### config.mk
export PLATFORM = sky130hd
export DESIGN_NAME = mvb_rx_frame_ctrl
export DESIGN_NICKNAME = d
export VERILOG_FILES = /design/src/rtl/mvb_rx_frame_ctrl.sv
export SDC_FILE = /design/constraint.sdc
export NUM_CORES = 1
export LEC_CHECK = 0
export ABC_AREA = 1
export CAP_MARGIN = 20
export CORE_UTILIZATION = 53
export DETAILED_ROUTE_END_ITERATION = 16
export PLACE_DENSITY_LB_ADDON = 0.1
export SLEW_MARGIN = 20
export SYNTH_ARGS = -nofsm -noshare
export SYNTH_HDL_FRONTEND = slang
export SYNTH_SLANG_ARGS = --single-unit
### constraint.sdc
create_clock -name clk_3M -period 3.2 [get_ports clk_3M]
set_clock_uncertainty 0.1 [all_clocks]
set_input_delay 0.32 -clock clk_3M [delete_from_list [all_inputs] [get_ports clk_3M]]
set_output_delay 0.32 -clock clk_3M [all_outputs]
set_load 0.01 [all_outputs]
### src/rtl/mvb_rx_frame_ctrl.sv
// Receive-side frame sequencer for the MVB deserializer: arms it on a start delimiter, forwards and indexes words, and gives one verdict per frame.
// Optional MVB_RX_STATS_EN adds saturating good_cnt / bad_cnt frame counters.
`timescale 1ns/1ps
module mvb_rx_frame_ctrl #(
  parameter int CHECK_LAT   = 3,
  parameter int SKIP_FIRST  = 1,
  parameter int TIMEOUT_CYC = 16
) (
  input  logic        clk_3M,
  input  logic        rst,
  input  logic        sd_detect,
  input  logic        ed_detect,
  input  logic [2:0]  size_sel,
  input  logic        word_valid,
  input  logic [15:0] word_data,
  input  logic        crc_error,
  input  logic        quality_error,
  output logic        des_rst_n,
  output logic [15:0] rx_word,
  output logic        rx_word_valid,
  output logic [3:0]  rx_word_idx,
  output logic        frame_done,
  output logic        frame_err,
  output logic [2:0]  err_code,
  output logic        busy
`ifdef MVB_RX_STATS_EN
  ,
  output logic [15:0] good_cnt,
  output logic [15:0] bad_cnt
`endif
);

  typedef enum logic [2:0] {
    S_IDLE,
    S_RECV,
    S_CHECK,
    S_DONE,
    S_ERR
  } state_t;

  localparam logic [2:0] E_NONE    = 3'd0;
  localparam logic [2:0] E_CRC     = 3'd1;
  localparam logic [2:0] E_LEN     = 3'd2;
  localparam logic [2:0] E_QUAL    = 3'd3;
  localparam logic [2:0] E_SHORT   = 3'd4;
  localparam logic [2:0] E_SIZE    = 3'd5;
  localparam logic [2:0] E_TIMEOUT = 3'd6;

  localparam logic [8:0] LAT9       = 9'(CHECK_LAT);
  localparam logic [8:0] TO9        = 9'(TIMEOUT_CYC);
  localparam logic [7:0] SKIP_N     = 8'(SKIP_FIRST);
  localparam bit         TIMEOUT_EN = (TIMEOUT_CYC > CHECK_LAT);

  state_t      state, state_nxt;
  logic [2:0]  err_nxt;
  logic [2:0]  size_q;
  logic [8:0]  bit_cnt;
  logic [8:0]  bit_nxt;
  logic [4:0]  word_cnt;
  logic [7:0]  skip_cnt;
  logic        crc_seen;
  logic        q_seen;
  logic        ovf;
  logic        ed_seen;
  logic        armed;
  logic [8:0]  exp_bits;
  logic [4:0]  exp_words;
  logic        size_legal;
  logic        ed_late_ok;
  logic        lat_hit;
  logic        to_hit;
  logic        past_lat;

  always_comb begin
    exp_bits  = 9'd24;
    exp_words = 5'd1;
    case (size_q)
      3'd0: begin exp_bits = 9'd24;  exp_words = 5'd1;  end
      3'd1: begin exp_bits = 9'd40;  exp_words = 5'd2;  end
      3'd2: begin exp_bits = 9'd72;  exp_words = 5'd4;  end
      3'd3: begin exp_bits = 9'd144; exp_words = 5'd8;  end
      3'd4: begin exp_bits = 9'd288; exp_words = 5'd16; end
      default: begin exp_bits = 9'd24; exp_words = 5'd1; end
    endcase
  end

  assign size_legal = (size_sel <= 3'd4);
  assign bit_nxt    = bit_cnt + 9'd1;
  // Window ends are compared against the incremented count so the move happens as the counter lands on them.
  assign lat_hit    = (bit_nxt == exp_bits + LAT9);
  assign to_hit     = (bit_nxt == exp_bits + TO9);
  assign past_lat   = (bit_cnt >= exp_bits + LAT9);
  assign ed_late_ok = ed_seen || (ed_detect && bit_cnt >= exp_bits);

  always_ff @(posedge clk_3M) begin
    if (!rst) state <= S_IDLE;
    else      state <= state_nxt;
  end

  always_comb begin
    state_nxt = state;
    err_nxt   = err_code;
    case (state)
      S_IDLE: begin
        if (sd_detect) begin
          if (size_legal) begin
            state_nxt = S_RECV;
            err_nxt   = E_NONE;
          end else begin
            state_nxt = S_ERR;
            err_nxt   = E_SIZE;
          end
        end
      end
      S_RECV: begin
        if (ed_detect && bit_cnt < exp_bits) begin
          state_nxt = S_ERR;
          err_nxt   = E_SHORT;
        end else if (lat_hit && (ed_late_ok || !TIMEOUT_EN)) begin
          state_nxt = S_CHECK;
        end else if (TIMEOUT_EN && ed_detect && past_lat) begin
          state_nxt = S_CHECK;
        end else if (TIMEOUT_EN && to_hit && !ed_late_ok) begin
          state_nxt = S_ERR;
          err_nxt   = E_TIMEOUT;
        end
      end
      S_CHECK: begin
        if (crc_seen) begin
          state_nxt = S_ERR;
          err_nxt   = E_CRC;
        end else if (q_seen) begin
          state_nxt = S_ERR;
          err_nxt   = E_QUAL;
        end else if (word_cnt != exp_words || ovf) begin
          state_nxt = S_ERR;
          err_nxt   = E_LEN;
        end else begin
          state_nxt = S_DONE;
        end
      end
      S_DONE:  state_nxt = S_IDLE;
      S_ERR:   state_nxt = S_IDLE;
      default: state_nxt = S_IDLE;
    endcase
  end

  // rx_word_valid is a one-cycle strobe with no backpressure: rx_word and rx_word_idx are valid only while it is high.
  always_ff @(posedge clk_3M) begin
    if (!rst) begin
      size_q        <= 3'd0;
      bit_cnt       <= 9'd0;
      word_cnt      <= 5'd0;
      skip_cnt      <= 8'd0;
      crc_seen      <= 1'b0;
      q_seen        <= 1'b0;
      ovf           <= 1'b0;
      ed_seen       <= 1'b0;
      armed         <= 1'b0;
      err_code      <= E_NONE;
      rx_word       <= 16'd0;
      rx_word_valid <= 1'b0;
      rx_word_idx   <= 4'd0;
    end else begin
      err_code      <= err_nxt;
      rx_word_valid <= 1'b0;
      case (state)
        S_IDLE: begin
          if (sd_detect && size_legal) begin
            size_q   <= size_sel;
            bit_cnt  <= 9'd0;
            word_cnt <= 5'd0;
            skip_cnt <= 8'd0;
            crc_seen <= 1'b0;
            q_seen   <= 1'b0;
            ovf      <= 1'b0;
            ed_seen  <= 1'b0;
            armed    <= 1'b1;
          end
        end
        S_RECV: begin
          bit_cnt <= bit_nxt;
          if (word_valid) begin
            if (skip_cnt < SKIP_N) begin
              skip_cnt <= skip_cnt + 8'd1;
            end else if (word_cnt < exp_words) begin
              rx_word       <= word_data;
              rx_word_idx   <= word_cnt[3:0];
              rx_word_valid <= 1'b1;
              word_cnt      <= word_cnt + 5'd1;
            end else begin
              ovf <= 1'b1;
            end
          end
          if (crc_error)     crc_seen <= 1'b1;
          if (quality_error) q_seen   <= 1'b1;
          if (ed_detect && bit_cnt >= exp_bits) ed_seen <= 1'b1;
        end
        S_DONE, S_ERR: armed <= 1'b0;
        default: ;
      endcase
    end
  end

  // The deserializer runs from the first RECV cycle until the verdict cycle; it is held in reset otherwise.
  assign des_rst_n  = armed;
  assign busy       = armed;
  assign frame_done = (state == S_DONE);
  assign frame_err  = (state == S_ERR);

`ifdef MVB_RX_STATS_EN
  always_ff @(posedge clk_3M) begin
    if (!rst) begin
      good_cnt <= 16'd0;
      bad_cnt  <= 16'd0;
    end else begin
      if (frame_done && good_cnt != 16'hFFFF) good_cnt <= good_cnt + 16'd1;
      if (frame_err && bad_cnt != 16'hFFFF)   bad_cnt  <= bad_cnt + 16'd1;
    end
  end
`endif

endmodule

==> impl_results.md, run 1 <==
- Routed WL: 7.883 mm
- Later-pin clock latency in the skew report: about 0.34 ns
- GPL Wtd Cong: between 0.9 and 1
- Inserted Clock Buffers: 9
- Clock Tree Buf Depth: 2
- Post-synth top area share: 35.75%
- Crit path time final: 2.783 ns
- Adder-Cell Fraction of Synth Area: 7.840%
- Largest net degree at the start of global routing: 29
- Gr ovfl total: 0
- Antenna violations before repair: 0
- Synth area leaders: dfxtp_1 (36%), nand2_1 (12%), nor2_1 (8.6%)
- Layout area overhead: 24.03%
- Syn nets: 519
- Yosys warning total: 0
- Pre-antenna DRT Iters: 5
- HP Class: register to register
- Synth unique cells: 31
- CTS clock-pin slew for the worst setup and hold paths: 0.07 ns
- Async S/R FF share, synth: 0%
- Drt drc: 0
- Peak supply drop: 0.0003214 V
- CTS Root Cell: clkbuf_8
- Clock Sinks: 57
- Pleak: approximately 1.7 nW
- Critical path class: register to register
- Die X: 79.61 um
- Relative slew slack: 71.53%
- Main combinational cell family by area after synthesis: simple AND/OR/NAND/NOR gates
- Wire per inst: approximately 13 um
- Tot Pwr: 1.891 mW
- Ys flop type: dfxtp_1
- Xor-xnor portion of the synthesized cell area: 0.2744%
- CTS tree: yes
- RSZ-0062 raised after global routing: no
- Setup TNS: 0 ns
- Synth top cells by count: nand2_1 (99), nor2_1 (73), dfxtp_1 (57)
- Core outline area: 5642 um2
- # port buffers: 53
- Register area share after synthesis: a little over a third
- Post-layout net count: about 570
- Final ANT Viol Nets: 0
- Synth Register Bits: 57
- Most instantiated library cell after synthesis: nand2_1
- Final Util: between 70% and 80%
- Cts hold-fix bufs: 0
- Post-synthesis mux area share: 0%
- Cell Area, Synth: 3192 um2
- Yosys top cell by area: dfxtp_1
- Mean Syn Cell Area: 6.748 um2
- Final HPWL DP: 5.885 mm
- CP endpoint kind: register
- Complex-gate fraction of the synthesized area: 13.33%
- Io pins: 54
- Data arrival, critical path: 2.90 ns
- Worst Tran Pin Value: 0.4266 ns
- Max Fclk: ~0.36 GHz
- Share of layout cells above drive strength 1: 6.391%
- Post-route setup slack: around 0.42 ns
- Count of final max-slew check failures: 0
- Crit-path slowest cell: dfxtp_1
- Number of global-route vias before repair: 2994
- Total power per unit cell area: around 480 nW/um2
- Slowest stage delay, CP: 0.39 ns
- Status: finished clean
- 1st-iter DRT viols: 167
- Simple-Gate Fraction of Synth Area: 32.97%
- Post-synth EDFFs: 0
- Die ar.: roughly 6300 um2
- Critical-path cell list: inv_1 -> nand3_1 -> nand3_1 -> nand2_1 -> inv_1 -> ha_1 -> inv_1 -> nor2_1 -> o21ai_0 -> nand3_1 -> nand2_1 -> nand2_1 -> nor2_1 -> nand4_1 -> nand2_1 -> nand3_1 -> nand2_1 -> a21oi_1
- Max cap viols: 0
- Cell Rows: 27
- Global-route wire length before repair: 13.36 mm
- GRT Overall Usage: 27.59%
- Pre-CTS WS: 0.4667 ns
- Vias per Instance: 5.328
- CP required: 3.32 ns
- Final count of hold timing violations: 0
- Final period utilization: 86.96%
- Most common cell on crit path: nand2_1
- Initial core utilization: 56.58%
- Routed vias: 3218
- Post-cts resize count: 0
- Nature of the critical path startpoint: register
- DIE HEIGHT: about 80 um
- Antenna Cells: 0
- Final number of setup-violating endpoints: 0
- Post-CTS Repair Setup Buffers: 0
- Crit path max fanout: 6
- H-tree depth: 3
- Synth Instances: 473
[logic make-up after synthesis]
group / after synthesis
AOI/OAI and AO/OA: 80
xor gates and xnor gates: 1
adders and majority gates: 20
buffers and inverters: 75
DFF: 57
and+or+nand+nor: 240
[worst max-delay path: cells and delay by family (launching register included)]
| family | cells | cell delay [ns] |
|---|---|---|
| AO/OA/AOI/OAI | 2 | 0.25 |
| adder cells (fa/ha/maj) | 1 | 0.34 |
| buffers and inverters | 3 | 0.22 |
| flip-flops | 1 | 0.39 |
| AND/OR/NAND/NOR | 12 | 1.34 |
[per-layer routing]
| metal | track usage [%] | part of all wire (%) | vias up |
|---|---|---|---|
| met5 | 0 | 0 | - |
| met4 | 12.36 | 2.6 | 0 |
| met1 | 31.43 | 45 | 1463 |
| met3 | 8.914 | 5.7 | 19 |
| met2 | 46.67 | 47 | 97 |
| li1 | - | - | 1639 |
[layout by cell type (no fill, tap or decap)]
cell type,Yosys,layout
nand2_1,99,99
nor2_1,73,73
dfxtp_1,57,57
inv_1,56,56
clkdlybuf4s50_1,0,53
a21oi_1,38,38
o21ai_0,32,32
nand3_1,31,31
ha_1,20,20
nor3_1,13,13
nand4_1,10,10
clkbuf_8,0,10
inv_2,5,5
nand3b_1,5,5
buf_4,2,4
nor2_2,3,3
nor3_4,2,2
a21oi_2,2,2
a211oi_1,2,2
clkinvlp_4,0,2
inv_4,1,1
a21o_1,1,1
xor2_1,1,1
and2_1,1,1
a31oi_1,1,1
o21bai_1,1,1
nor2_4,1,1
o21ai_2,1,1
nor3_2,1,1
o211ai_1,1,1
nor3b_1,1,1
o21ai_1,1,1
clkbuf_1,8,1
bufinv_16,0,1
clkinv_4,0,1
[registers in the layout (all words and copies together), names as in the netlist]
register and count:
ed_seen 1, busy 1, word_cnt 5, crc_seen 1
state 3, rx_word_idx 4, ovf 1, err_code 3
size_q 3, bit_cnt 9, skip_cnt 8, q_seen 1
rx_word_valid 1, rx_word 16
[where the power goes]
group | internal (mW) | switching [mW] | total, mW
combinational | 0.173 | 0.266 | 0.439
clock | 0.378 | 0.295 | 0.672
sequential | 0.749 | 0.0303 | 0.780
total | 1.30 | 0.591 | 1.89
[cell type report]
class / count / area (um2)
Timing Repair Buffer: 57 / 560.5
Tap cell: 72 / 90.09
Clock buffer: 11 / 141.4
Multi-Input combinational cell: 341 / 1737
Fill cell: 502 / 1683
Inverter: 62 / 235.2
Clock inverter: 4 / 53.80
Sequential cell: 57 / 1141
[final timing paths]
| kind | end | cells after the start | startpoint | slack, ns |
|---|---|---|---|---|
| min reg2reg | skip_cnt[6]$_SDFFE_PN0P_ | 2 | skip_cnt[6]$_SDFFE_PN0P_ | 0.35 |
| max | err_code[2]$_SDFFE_PN0P_ | 18 | size_q[1]$_SDFFE_PN0P_ | 0.42 |
| min | skip_cnt[6]$_SDFFE_PN0P_ | 2 | skip_cnt[6]$_SDFFE_PN0P_ | 0.35 |
| max reg2reg | err_code[2]$_SDFFE_PN0P_ | 18 | size_q[1]$_SDFFE_PN0P_ | 0.42 |
[per-stage QoR]
stage	cell area (um2)	std cells	hold WS [ns]
after floorplan	3192	473	0.3235
after global placement	3764	589	0.3322
after detailed placement	3764	589	0.3381
after CTS	3959	604	0.3474
after global routing	3959	604	0.3724
final	3959	604	0.3452
Power figures use the tool's default switching activity.
==> run 2: changes to the inputs <==
- CORE_ASPECT_RATIO: default -> 1.75
==> run 2 against run 1 <==
Wire length up 1.6%. Clock power up 4.2%. Die area up 0.18%. Critical endpoint is now state[2]$_SDFFE_PN0P_. Highest routed layer unchanged. Non-clock buffer count up 1. Worst setup slack better by 0.052 ns. Maximum frequency up 1.9%. Sequential share of layout area down 0.20 points. Sequential power about the same. Cell count up 1.3%. Via count down 0.90%. Register-to-register slack better by 0.05 ns. Flip-flop and latch count unchanged.
==> impl_results.md, run 2 (synthesized netlist as in run 1, its figures left out) <==
- Critical-path cell list: inv_1 -> nand3_1 -> nand3_1 -> nand2_1 -> inv_1 -> ha_1 -> nand2_1 -> nor2_1 -> nand3b_1 -> nand3_1 -> nand2_1 -> nand2_1 -> nand3_1 -> o21bai_1 -> nand2_1 -> nand2_1 -> nand2_1 -> nand2_1 -> nor2_1
- GPL Wtd Cong: 1.047 (+15%)
- Critical Path Stages: 19 (+1)
- Final count of hold timing violations: 0 (unchanged)
- Capture point of the critical path: state[2]$_SDFFE_PN0P_
- Setup TNS: 0 ns (unchanged)
- Routed vias: 3189 (-0.90%)
- Worst Tran Pin Value: 0.4106 ns (-0.01598 ns)
- Register area: 1141 um2 (unchanged)
- CTS Root Cell: clkbuf_8
- Pre-CTS WS: 0.4928 ns (+0.02609 ns)
- CP bufs+invs: 2 (-1)
- 1st-iter DRT viols: 193 (+16%)
- Die ar.: 6349 um2 (+0.18%)
- Post-layout net count: 575 (+0.17%)
- H-tree depth: 3 (unchanged)
- Biggest register: rx_word
- Post-CTS Repair Setup Buffers: 0 (unchanged)
- Inserted Clock Buffers: 9 (unchanged)
- Later-pin clock latency in the skew report: 0.34 ns (about the same)
- Non-Filler Instances: 612 (+1.3%)
- Tot Pwr: 1.931 mW (+2.1%)
- Initial core utilization: 54.72% (-1.9 points)
- Cell area after layout: 3986 um2 (+0.70%)
- Cts hold-fix bufs: 0 (unchanged)
- HP Class: register to register
- Final period utilization: 85.32% (-1.6 points)
- Peak supply drop: 0.0004434 V (+38%)
- Crit path max fanout: 6 (unchanged)
- Most frequent cells in the layout: nand2_1 (99), nor2_1 (73), dfxtp_1 (57)
- Cell Rows: 37 (+37%)
- Layout area overhead: 24.89%
- Wire per inst: 13.09 um (+0.30%)
- Max reg flops: 16 (unchanged)
- Status: finished clean
- Relative slew slack: 72.34% (+0.81 points)
- Pre-antenna DRT Iters: 4 (-1)
- RR Startpoint: size_q[1]$_SDFFE_PN0P_
- Total power per unit cell area: 484.5 nW/um2 (+1.4%)
- DIE HEIGHT: 104.7 um (+31%)
- Max Fclk: 0.3662 GHz (+1.9%)
- Max cap viols: 0 (unchanged)
- Most common cell on crit path: nand2_1
- Number of global-route vias before repair: 3139 (+4.8%)
- R2R setup slack: 0.47 ns (+0.05 ns)
- CP top delay family: simple AND/OR/NAND/NOR gates
- Die X: 60.66 um (-24%)
- R2R cell count: 19 (+1)
- Most common cell after layout, fill and taps aside: nand2_1
- CP startpoint: size_q[1]$_SDFFE_PN0P_
- Pleak: 1.763 nW (+1.1%)
- Data arrival, critical path: 2.85 ns (-0.05 ns)
- Io pins: 54 (unchanged)
- Slowest stage delay, CP: 0.38 ns (about the same)
- Footprint of the multi-input gates: 1737 um2 (unchanged)
- CTS clock-pin slew for the worst setup and hold paths: 0.07 ns (about the same)
- Final HPWL DP: 6.049 mm (+2.8%)
- Final ANT Viol Nets: 0 (unchanged)
- Biggest regs: rx_word x16, bit_cnt x9, skip_cnt x8
- Share of layout cells above drive strength 1: 6.554% (+0.16 points)
- Clock Tree Buf Depth: 2 (unchanged)
- Post-route setup slack: 0.4696 ns (+0.05224 ns)
- Global-route wire length before repair: 13.50 mm (+1.0%)
- Count of final max-slew check failures: 0 (unchanged)
- Vias per Instance: 5.211 (-2.2%)
- Placement Cell Area: 3779 um2 (+0.40%)
- CP required: 3.32 ns (about the same)
- Largest net degree at the start of global routing: 29 (unchanged)
- CTS tree: yes
- Core outline area: 5833 um2 (+3.4%)
- RSZ-0062 raised after global routing: no
- Crit-path slowest cell: dfxtp_1
- Fillers: 546 (+8.8%)
- Dpl cells: 596 (+1.2%)
- Routed WL: 8.011 mm (+1.6%)
- Crit path time final: 2.730 ns (-0.05224 ns)
- Worst R2R End: state[2]$_SDFFE_PN0P_
- Antenna Cells: 0 (unchanged)
- # port buffers: 53 (unchanged)
- GRT Overall Usage: 28.38% (+0.78 points)
- Critical path class: register to register
- Nature of the critical path startpoint: register
- CP endpoint kind: register
- Clock Sinks: 57 (unchanged)
- Antenna violations before repair: 0 (unchanged)
- Post-cts resize count: 0 (unchanged)
- Gr ovfl total: 0 (unchanged)
- Final number of setup-violating endpoints: 0 (unchanged)
- Drt drc: 0 (unchanged)
## run 2: metal layers
layer | GRT usage, % | routed length (um) | vias to the layer above
li1 | - | - | 1646
met1 | 29.57 | 3115 | 1424
met2 | 48.51 | 4191 | 90
met3 | 6.188 | 345 | 29
met4 | 18.18 | 359 | 0
met5 | 0 | 0 | -
## run 2: area by class of cell
type / count / area share (%)
Clock inverter: 2 / 0.8788
Sequential cell: 57 / 28.63
Tap cell: 78 / 2.448
Inverter: 62 / 5.901
Timing Repair Buffer: 58 / 14.25
Multi-Input combinational cell: 341 / 43.57
Clock buffer: 14 / 4.331
## run 2: power breakdown
part / switching, mW / total, mW / internal, mW
registers: 0.0298 / 0.779 / 0.749
clock network: 0.277 / 0.700 / 0.423
logic: 0.275 / 0.452 / 0.177
total: 0.582 / 1.93 / 1.35
## run 2: how the worst min path moves through the flow
stage	slack, ns	cells after the start	end	from
floorplan	0.32	2	skip_cnt[3]$_SDFFE_PN0P_	skip_cnt[3]$_SDFFE_PN0P_
global placement	0.33	2	skip_cnt[5]$_SDFFE_PN0P_	skip_cnt[5]$_SDFFE_PN0P_
detailed placement	0.34	2	skip_cnt[5]$_SDFFE_PN0P_	skip_cnt[5]$_SDFFE_PN0P_
CTS	0.34	2	skip_cnt[5]$_SDFFE_PN0P_	skip_cnt[5]$_SDFFE_PN0P_
global route	0.39	2	skip_cnt[5]$_SDFFE_PN0P_	skip_cnt[5]$_SDFFE_PN0P_
finish	0.34	2	skip_cnt[5]$_SDFFE_PN0P_	skip_cnt[5]$_SDFFE_PN0P_
## run 2: per-stage QoR
stage          utilization, %  hold slack, ns
2_1_floorplan               -          0.3235
3_3_place_gp            64.78          0.3330
3_5_place_dp            64.78          0.3352
4_1_cts                 68.34          0.3449
5_1_grt                 68.34          0.3873
6_report                68.34          0.3432
## run 2: worst reg2reg max path, delay by kind of cell, from the launching register on
kind            cells  cell delay (ns)
buf+inv             2             0.15
fa+ha+maj           1             0.35
compound gates      1             0.22
flops               1             0.38
simple gates       15             1.42
==> run 3: changes to the inputs <==
--- a/constraint.sdc
+++ b/constraint.sdc
@@ -3,3 +3,3 @@
 set_input_delay 0.32 -clock clk_3M [delete_from_list [all_inputs] [get_ports clk_3M]]
 set_output_delay 0.32 -clock clk_3M [all_outputs]
-set_load 0.01 [all_outputs]
+set_load 0.005 [all_outputs]
==> results of run 3 <==
The final DEF is identical to that of run 2. Status: finished clean.
Main changes from that run: total power 1.931 mW -> 1.923 mW; worst IR drop on VDD 0.0004434 V -> 0.0004427 V
